### src/rtl/xnor_popcnt_acc.sv
// Streaming XNOR-popcount accumulator producing a signed bipolar dot product per vector.
// Define XNOR_ACC_SAT_EN to clamp res_o to ACC_WIDTH and flag clipping on sat_o.
module xnor_popcnt_acc #(
   parameter int DATA_WIDTH = 32,
   parameter int LEN_WIDTH  = 8,
   parameter int ACC_WIDTH  = 16
) (
   input  logic                  clk_i,
   input  logic                  rst_ni,
   input  logic [DATA_WIDTH-1:0] xnor_i,
   input  logic [LEN_WIDTH-1:0]  len_i,
   input  logic                  in_valid_i,
   output logic                  in_ready_o,
   output logic [ACC_WIDTH-1:0]  res_o,
   output logic                  out_valid_o,
   input  logic                  out_ready_i,
   output logic                  sat_o
);

   localparam int CNT_W = $clog2(DATA_WIDTH + 1);
   localparam int PW    = LEN_WIDTH + CNT_W;
   localparam int RW    = PW + 2;
   localparam int XW    = (RW > ACC_WIDTH) ? RW : ACC_WIDTH;

   typedef enum logic [1:0] {IDLE, ACCUM, DONE} state_t;

   state_t                 state_reg, state_next;
   logic [PW-1:0]          p_reg, p_next;
   logic [LEN_WIDTH-1:0]   cnt_reg, cnt_next;
   logic [LEN_WIDTH-1:0]   len_reg, len_next;
   logic [ACC_WIDTH-1:0]   res_reg, res_next;
   logic                   sat_reg, sat_next;

   logic [CNT_W-1:0]       pop;
   logic [PW-1:0]          p_sum;
   logic [LEN_WIDTH-1:0]   len_eff;
   logic [LEN_WIDTH-1:0]   cnt_cur;
   logic [RW-1:0]          two_p;
   logic [RW-1:0]          l_dw;
   logic signed [RW-1:0]   r_full;
   logic signed [XW-1:0]   r_ext;
   logic                   accept;

   always_comb begin
      pop = '0;
      for (int i = 0; i < DATA_WIDTH; i++) begin
         pop = pop + CNT_W'(xnor_i[i]);
      end
   end

   assign accept  = in_valid_i && (state_reg != DONE);
   // The first beat of a vector supplies the length; zero is treated as one word.
   assign len_eff = (state_reg == IDLE) ? ((len_i == '0) ? LEN_WIDTH'(1) : len_i) : len_reg;
   assign cnt_cur = (state_reg == IDLE) ? LEN_WIDTH'(1) : cnt_reg + LEN_WIDTH'(1);
   assign p_sum   = ((state_reg == IDLE) ? '0 : p_reg) + PW'(pop);
   assign two_p   = {1'b0, p_sum, 1'b0};
   assign l_dw    = RW'(len_eff) * RW'(DATA_WIDTH);
   assign r_full  = $signed(two_p - l_dw);
   assign r_ext   = XW'(r_full);

`ifdef XNOR_ACC_SAT_EN
   logic signed [XW:0] r_cmp, max_v, min_v;
   assign r_cmp = (XW + 1)'(r_full);
   assign max_v = $signed({{(XW - ACC_WIDTH + 2){1'b0}}, {(ACC_WIDTH - 1){1'b1}}});
   assign min_v = ~max_v;

   always_comb begin
      res_next = r_ext[ACC_WIDTH-1:0];
      sat_next = 1'b0;
      if (r_cmp > max_v) begin
         res_next = max_v[ACC_WIDTH-1:0];
         sat_next = 1'b1;
      end else if (r_cmp < min_v) begin
         res_next = min_v[ACC_WIDTH-1:0];
         sat_next = 1'b1;
      end
   end
`else
   always_comb begin
      res_next = r_ext[ACC_WIDTH-1:0];
      sat_next = 1'b0;
   end
`endif

   logic [ACC_WIDTH-1:0] res_hold;
   logic                 sat_hold;

   always_comb begin
      state_next = state_reg;
      p_next     = p_reg;
      cnt_next   = cnt_reg;
      len_next   = len_reg;
      res_hold   = res_reg;
      sat_hold   = sat_reg;
      case (state_reg)
         IDLE, ACCUM: begin
            if (accept) begin
               p_next   = p_sum;
               cnt_next = cnt_cur;
               len_next = len_eff;
               if (cnt_cur == len_eff) begin
                  state_next = DONE;
                  res_hold   = res_next;
                  sat_hold   = sat_next;
               end else begin
                  state_next = ACCUM;
               end
            end
         end
         DONE: begin
            if (out_ready_i) begin
               state_next = IDLE;
               sat_hold   = 1'b0;
            end
         end
         default: state_next = IDLE;
      endcase
   end

   always_ff @(posedge clk_i or negedge rst_ni) begin
      if (!rst_ni) begin
         state_reg <= IDLE;
         p_reg     <= '0;
         cnt_reg   <= '0;
         len_reg   <= '0;
         res_reg   <= '0;
         sat_reg   <= 1'b0;
      end else begin
         state_reg <= state_next;
         p_reg     <= p_next;
         cnt_reg   <= cnt_next;
         len_reg   <= len_next;
         res_reg   <= res_hold;
         sat_reg   <= sat_hold;
      end
   end

   assign in_ready_o  = (state_reg != DONE);
   assign out_valid_o = (state_reg == DONE);
   assign res_o       = res_reg;
   assign sat_o       = sat_reg;

endmodule

### config.mk
export PLATFORM = sky130hd
export DESIGN_NAME = xnor_popcnt_acc
export DESIGN_NICKNAME = d
export VERILOG_FILES = /design/src/rtl/xnor_popcnt_acc.sv
export SDC_FILE = /design/constraint.sdc
export NUM_CORES = 1
export LEC_CHECK = 0
export ABC_AREA = 1
export CAP_MARGIN = 5
export CELL_PAD_IN_SITES_DETAIL_PLACEMENT = 0
export CELL_PAD_IN_SITES_GLOBAL_PLACEMENT = 1
export CORE_MARGIN = 8
export CORE_UTILIZATION = 43
export DETAILED_ROUTE_END_ITERATION = 6
export GPL_TIMING_DRIVEN = 0
export PLACE_DENSITY = 0.83
export SYNTH_ARGS = -nofsm -noshare
export SYNTH_HDL_FRONTEND = slang
export SYNTH_SLANG_ARGS = --single-unit
### constraint.sdc
create_clock -name clk_i -period 17.4 [get_ports clk_i]
set_clock_uncertainty 0.15 [all_clocks]
set_input_delay 3.48 -clock clk_i [delete_from_list [all_inputs] [get_ports clk_i]]
set_output_delay 3.48 -clock clk_i [all_outputs]
set_load 0.05 [all_outputs]
==> results.toml, run 1 <==
[run_status]
status = "complete, no violations"

[die]
core_region_area_sq_mm = 0.00915
ios = 63
die_w_um = 113
initial_core_util_pct = 44.1
die_h_um = 113
row_count = 35
die-area_sq_mm = 0.0127

[logic_synthesis]
avgSynthCellArea_sq_um = 7.64
ys_top_cells_by_count = "nand2_1, inv_1, dfrtp_1"
synth_seq_area_share_pct = 29.1
syn_inst = 528
ys_dominant_reg_cell = "dfrtp_1"
yosys_warnings = 0
syn_area_sq_mm = 0.00404
synthMostInstantiatedCell = "nand2_1"
ys_types = 33
async_flop_share_pct = 100
synth_edf_count = 0
synth_top_area_share_pct = 29.1
yosysTopAreaCell = "dfrtp_1"
synth_area_leaders = "dfrtp_1, fa_1, nand2_1"
ys_ff_latch = 47

[finish]
seq_area_sq_mm = 0.00118
antenna_cells = 0
n_fill_cell = 888
largest_reg_flops = 15
final_cells = 709
multi_input_area_sq_mm = 0.00238
drive_above_1_share_pct = 7.86
area.growth.synth_to_final_pct = 21.4
nNetsFinal = 692

[critical_path]
cp.arrival_ps = 9840
endpoint_kind = "flip-flop"
worst-path-max-fanout = 3
crit_required_ps = 17460
worst-setup-path-type = "in -> reg"
startpoint_type = "input pin"

[worst_hold_path]
hp-class = "reg -> reg"

[detailed_routing]
drc = 0
post_drt_wl_per_cell_um = 13.6
drt-total-wl_um = 9620
wl_met1_um = 4350
drtPass1Iterations = 4
drt.antenna.violating_nets = 0
vias = 3456
routed.top_layer = "met4"
met3_length_um = 412
drt_iter0_markers = 118
drt-vias-per-instance = 4.87
dr_wl_met2_um = 4700

[timing]
setup_tns_ps = 0
rsz0062_at_grt = "no"
slew_headroom_pct = 59.0
post-route-min-period_ps = 9780
setup_viol_count_final = 0
clock.fmax_ghz = 0.102
drv_slew = 0
period_share_pct = 56.2
tightest_slew_ps = 615
finalHoldViolCount = 0

[place]
place.gp.congestion = 0.834
dp_cells = 701
port-buffer-count = 60
place_hpwl_um = 7860

[flow_run]
drv_cap = 0

[cts]
htreeDepth = 2
path_clk_slew_ps = 90
cts_tree = "done"
cts_buffer_depth = 2
cts_setup_buffers = 0
cts_resized = 0
cts_inserted_buffers = 5
cts-root-buf = "clkbuf_8"
clock-sinks = 47
hold_buffers = 0
insertion_delay_ps = 310

[global_route]
track_usage_pct = 16.0
grt_pass1_vias = 3468
antenna_found_initial = 0
grt_first_pass_wirelength_um = 16700
overflow = 0
grt_start_max_net_pins = 34
layer usage:
metal	track usage (%)	up-vias
met5	0	-
met4	4.62	0
met3	2.66	10
met2	27.1	71
met1	20.6	1611
li1	-	1764
worst max-delay path, cell delays in order:
cell,delay (ps)
clkdlybuf4s50_1,430
fa_1,540
inv_1,50
fa_1,570
fa_1,450
fa_1,540
fa_1,440
fa_1,520
fa_1,160
inv_1,60
fa_1,400
nand2_1,90
nor2_1,50
or2_2,300
xor2_1,260
ha_1,250
inv_1,80
fa_1,410
nand3_1,130
nor3_1,50
nor2_1,180
nor2_1,60
nand3_1,120
nand3_1,80
nand3_1,90
nand2_1,50
path summary, 6_finish.rpt:
path | startpoint | endpoint | slack (ps) | cells after the start
hold / removal | res_o[14] | res_o[14] | 330 | 2
hold reg to reg | res_o[14] | res_o[14] | 330 | 2
min in group asynchronous | rst_ni | state_reg[0] | 2920 | 1
max in group asynchronous | rst_ni | p_reg[10] | 13670 | 2
setup reg to reg | state_reg[1] | res_o[13] | 10750 | 27
setup / recovery | xnor_i[0] | res_o[13] | 7620 | 26
stage by stage:
| stage | hold WS, ps | setup slack (ps) | cell area (sq um) | utilization, % |
|---|---|---|---|---|
| after CTS | 339 | 7550 | 4900 | 53.5 |
| final | 331 | 7620 | 4900 | 53.5 |
| after global routing | 361 | 7200 | 4900 | 53.5 |
| after detailed placement | 314 | 7230 | 4790 | 52.4 |
| after floorplan | 295 | 8210 | 4040 | - |
| after global placement | 312 | 7300 | 4780 | 52.2 |
cell families after synthesis:
kind of cell | count (synthesis) | synth area share [%]
AOI/OAI and AO/OA | 66 | 9.74
xor gates and xnor gates | 15 | 3.26
adders and majority gates | 51 | 20.8
buffers and inverters | 118 | 12.0
DFF | 47 | 29.1
other | 1 | 0.0929
and+or+nand+nor | 230 | 25.0
layout make-up:
type,instances,share of cell area (%)
multi-input cells,364,48.6
flip-flops and latches,47,24.0
repair buffers,61,12.6
inverters,104,7.97
well taps,111,2.84
clock buffers,7,1.97
plain buffers,14,1.89
clock inverters,1,0.153
placed cells by master, fill, tap and decap left out, types with 24 or more instances in the layout:
master	instances
clkdlybuf4s50_1	59
dfrtp_1	47
fa_1	27
ha_1	24
inv_1	100
nand2_1	134
nand3_1	38
nor2_1	32
o21ai_0	36
Power of run 1 is left out: the tool's default activity adds up to more than one toggle a clock period on the data nets, which glitch-free logic cannot reach.
==> inputs of run 2 (changes only) <==
--- a/config.mk
+++ b/config.mk
@@ -10,10 +10,10 @@
 export CELL_PAD_IN_SITES_DETAIL_PLACEMENT = 0
 export CELL_PAD_IN_SITES_GLOBAL_PLACEMENT = 1
 export CORE_MARGIN = 8
-export CORE_UTILIZATION = 43
+export CORE_UTILIZATION = 36
 export DETAILED_ROUTE_END_ITERATION = 6
 export GPL_TIMING_DRIVEN = 0
-export PLACE_DENSITY = 0.83
+export PLACE_DENSITY = 0.74
 export SYNTH_ARGS = -nofsm -noshare
 export SYNTH_HDL_FRONTEND = slang
 export SYNTH_SLANG_ARGS = --single-unit
==> constraint.sdc (replaced) <==
create_clock -name clk_i -period 8.19 [get_ports clk_i]
set_clock_uncertainty 0.15 [all_clocks]
set_input_delay 1.638 -clock clk_i [delete_from_list [all_inputs] [get_ports clk_i]]
set_output_delay 1.638 -clock clk_i [all_outputs]
set_load 0.05 [all_outputs]
==> results.toml, run 2 (synthesized netlist as in run 1, its figures left out) <==
[timing]
period_share_pct = 95.9
slew_headroom_pct = 56.3
clock.fmax_ghz = 0.127
hold_ws_ps = 336
layout_setup_ws_ps = 338
tightest_slew_ps = 655
rsz0062_at_grt = "yes"
setup_viol_count_final = 0
finalHoldViolCount = 0
post-route-min-period_ps = 7850
drv_slew = 0

[die]
row_count = 38
initial_core_util_pct = 37.1
ios = 63
core_region_area_sq_mm = 0.0109
die_h_um = 122
die-area_sq_mm = 0.0149
die_w_um = 122

[place]
placed_area_sq_mm = 0.00483
place.gp.congestion = 0.823
pre_cts_ws_ps = -113
place_hpwl_um = 8120
port-buffer-count = 60
dp_cells = 730

[detailed_routing]
drt_iter0_markers = 124
drc = 0
post_drt_wl_per_cell_um = 13.4
vias = 3481
drtPass1Iterations = 4
drt.antenna.violating_nets = 0
drt-vias-per-instance = 4.71
drt-total-wl_um = 9880

[critical_path]
crit_required_ps = 8240
rr_endpoint = "res_o[13]"
cp.depth = 26
critPathCapture = "res_o[13]"
cp_slowest_cell = "fa_1"
critPathLaunch = "xnor_i[0]"
endpoint_kind = "flip-flop"
worst-path-buf-inv = 4
cp_slowest_stage_delay_ps = 560
startpoint_type = "input pin"
cp_top_family = "adder cells"
worst-setup-path-type = "in -> reg"
reg2regPathDepth = 27
r2r_slack_ps = 1610
worst-path-max-fanout = 3
timing.rr.start = "state_reg[1]"
cp.arrival_ps = 7900
path_common_cell = "fa_1"

[cts]
insertion_delay_ps = 300
path_clk_slew_ps = 90
cts_inserted_buffers = 5
cts_buffer_depth = 2
cts_tree = "done"
hold_buffers = 0
htreeDepth = 2
clock-sinks = 47
cts-root-buf = "clkbuf_8"

[global_route]
antenna_found_initial = 0
overflow = 0
grt_start_max_net_pins = 26
track_usage_pct = 13.9
grt_pass1_vias = 3564
grt_first_pass_wirelength_um = 16700

[finish]
n_fill_cell = 1103
area.growth.synth_to_final_pct = 23.5
seq_area_sq_mm = 0.00118
layout_common_cells = "nand2_1, inv_1, clkdlybuf4s50_1"
final_common_cell = "nand2_1"
largest_reg_flops = 15
antenna_cells = 0
multi_input_area_sq_mm = 0.00239
nNetsFinal = 693
fin_area_sq_mm = 0.00498
drive_above_1_share_pct = 8.35
final_cells = 739

[worst_hold_path]
hp-class = "reg -> reg"
worstHoldStart = "res_o[13]"

[flow_run]
drv_cap = 0

[run_status]
status = "complete, no violations"
[run 2: cell types whose count changed in the layout (fill, tap and decap cells not counted), sizes merged]
cell and change:
bufinv +2, clkbuf -2, buf +1
[run 2: tightest hold or removal path, stage by stage, from the launching register on]
cell	delay, ps
dfrtp_1	350
nand2_1	60
nand2_1	50
[run 2: repair_timing]
item | in CTS | in global routing
endpoints found under the setup margin | 0 | 3
setup buffers | 0 | 1
resized for setup | 0 | 2
[run 2: stage by stage]
| step | setup TNS (ps) | utilization, % |
|---|---|---|
| 2_1_floorplan | 0 | - |
| 3_3_place_gp | -171 | 44.2 |
| 3_5_place_dp | -202 | 44.4 |
| 4_1_cts | 0 | 45.6 |
| 5_1_grt | -3.09 | 45.8 |
| 6_report | 0 | 45.8 |
[run 2: worst min-delay path by stage]
stage | end | cells after the start
global route | len_reg[0] | 2
detailed placement | res_o[13] | 2
finish | res_o[13] | 2
CTS | res_o[13] | 2
floorplan | len_reg[0] | 2
global placement | res_o[6] | 2
[run 2: area by class of cell]
cell class / instances / share of cell area (%)
buffer: 14 / 1.86
clock inverter: 3 / 1.36
timing repair buffer: 62 / 12.5
clock buffer: 5 / 1.38
tap: 140 / 3.51
sequential: 47 / 23.6
multi-input combinational: 364 / 48.0
inverter: 104 / 7.83
[run 2: metal layers]
layer | part of all wire, % | global-route usage, %
met2 | 48 | 24.1
met3 | 3.3 | 2.31
met4 | 1.2 | 3.16
met5 | 0 | 0
met1 | 47 | 17.7
Power of run 2 is left out for the same reason.
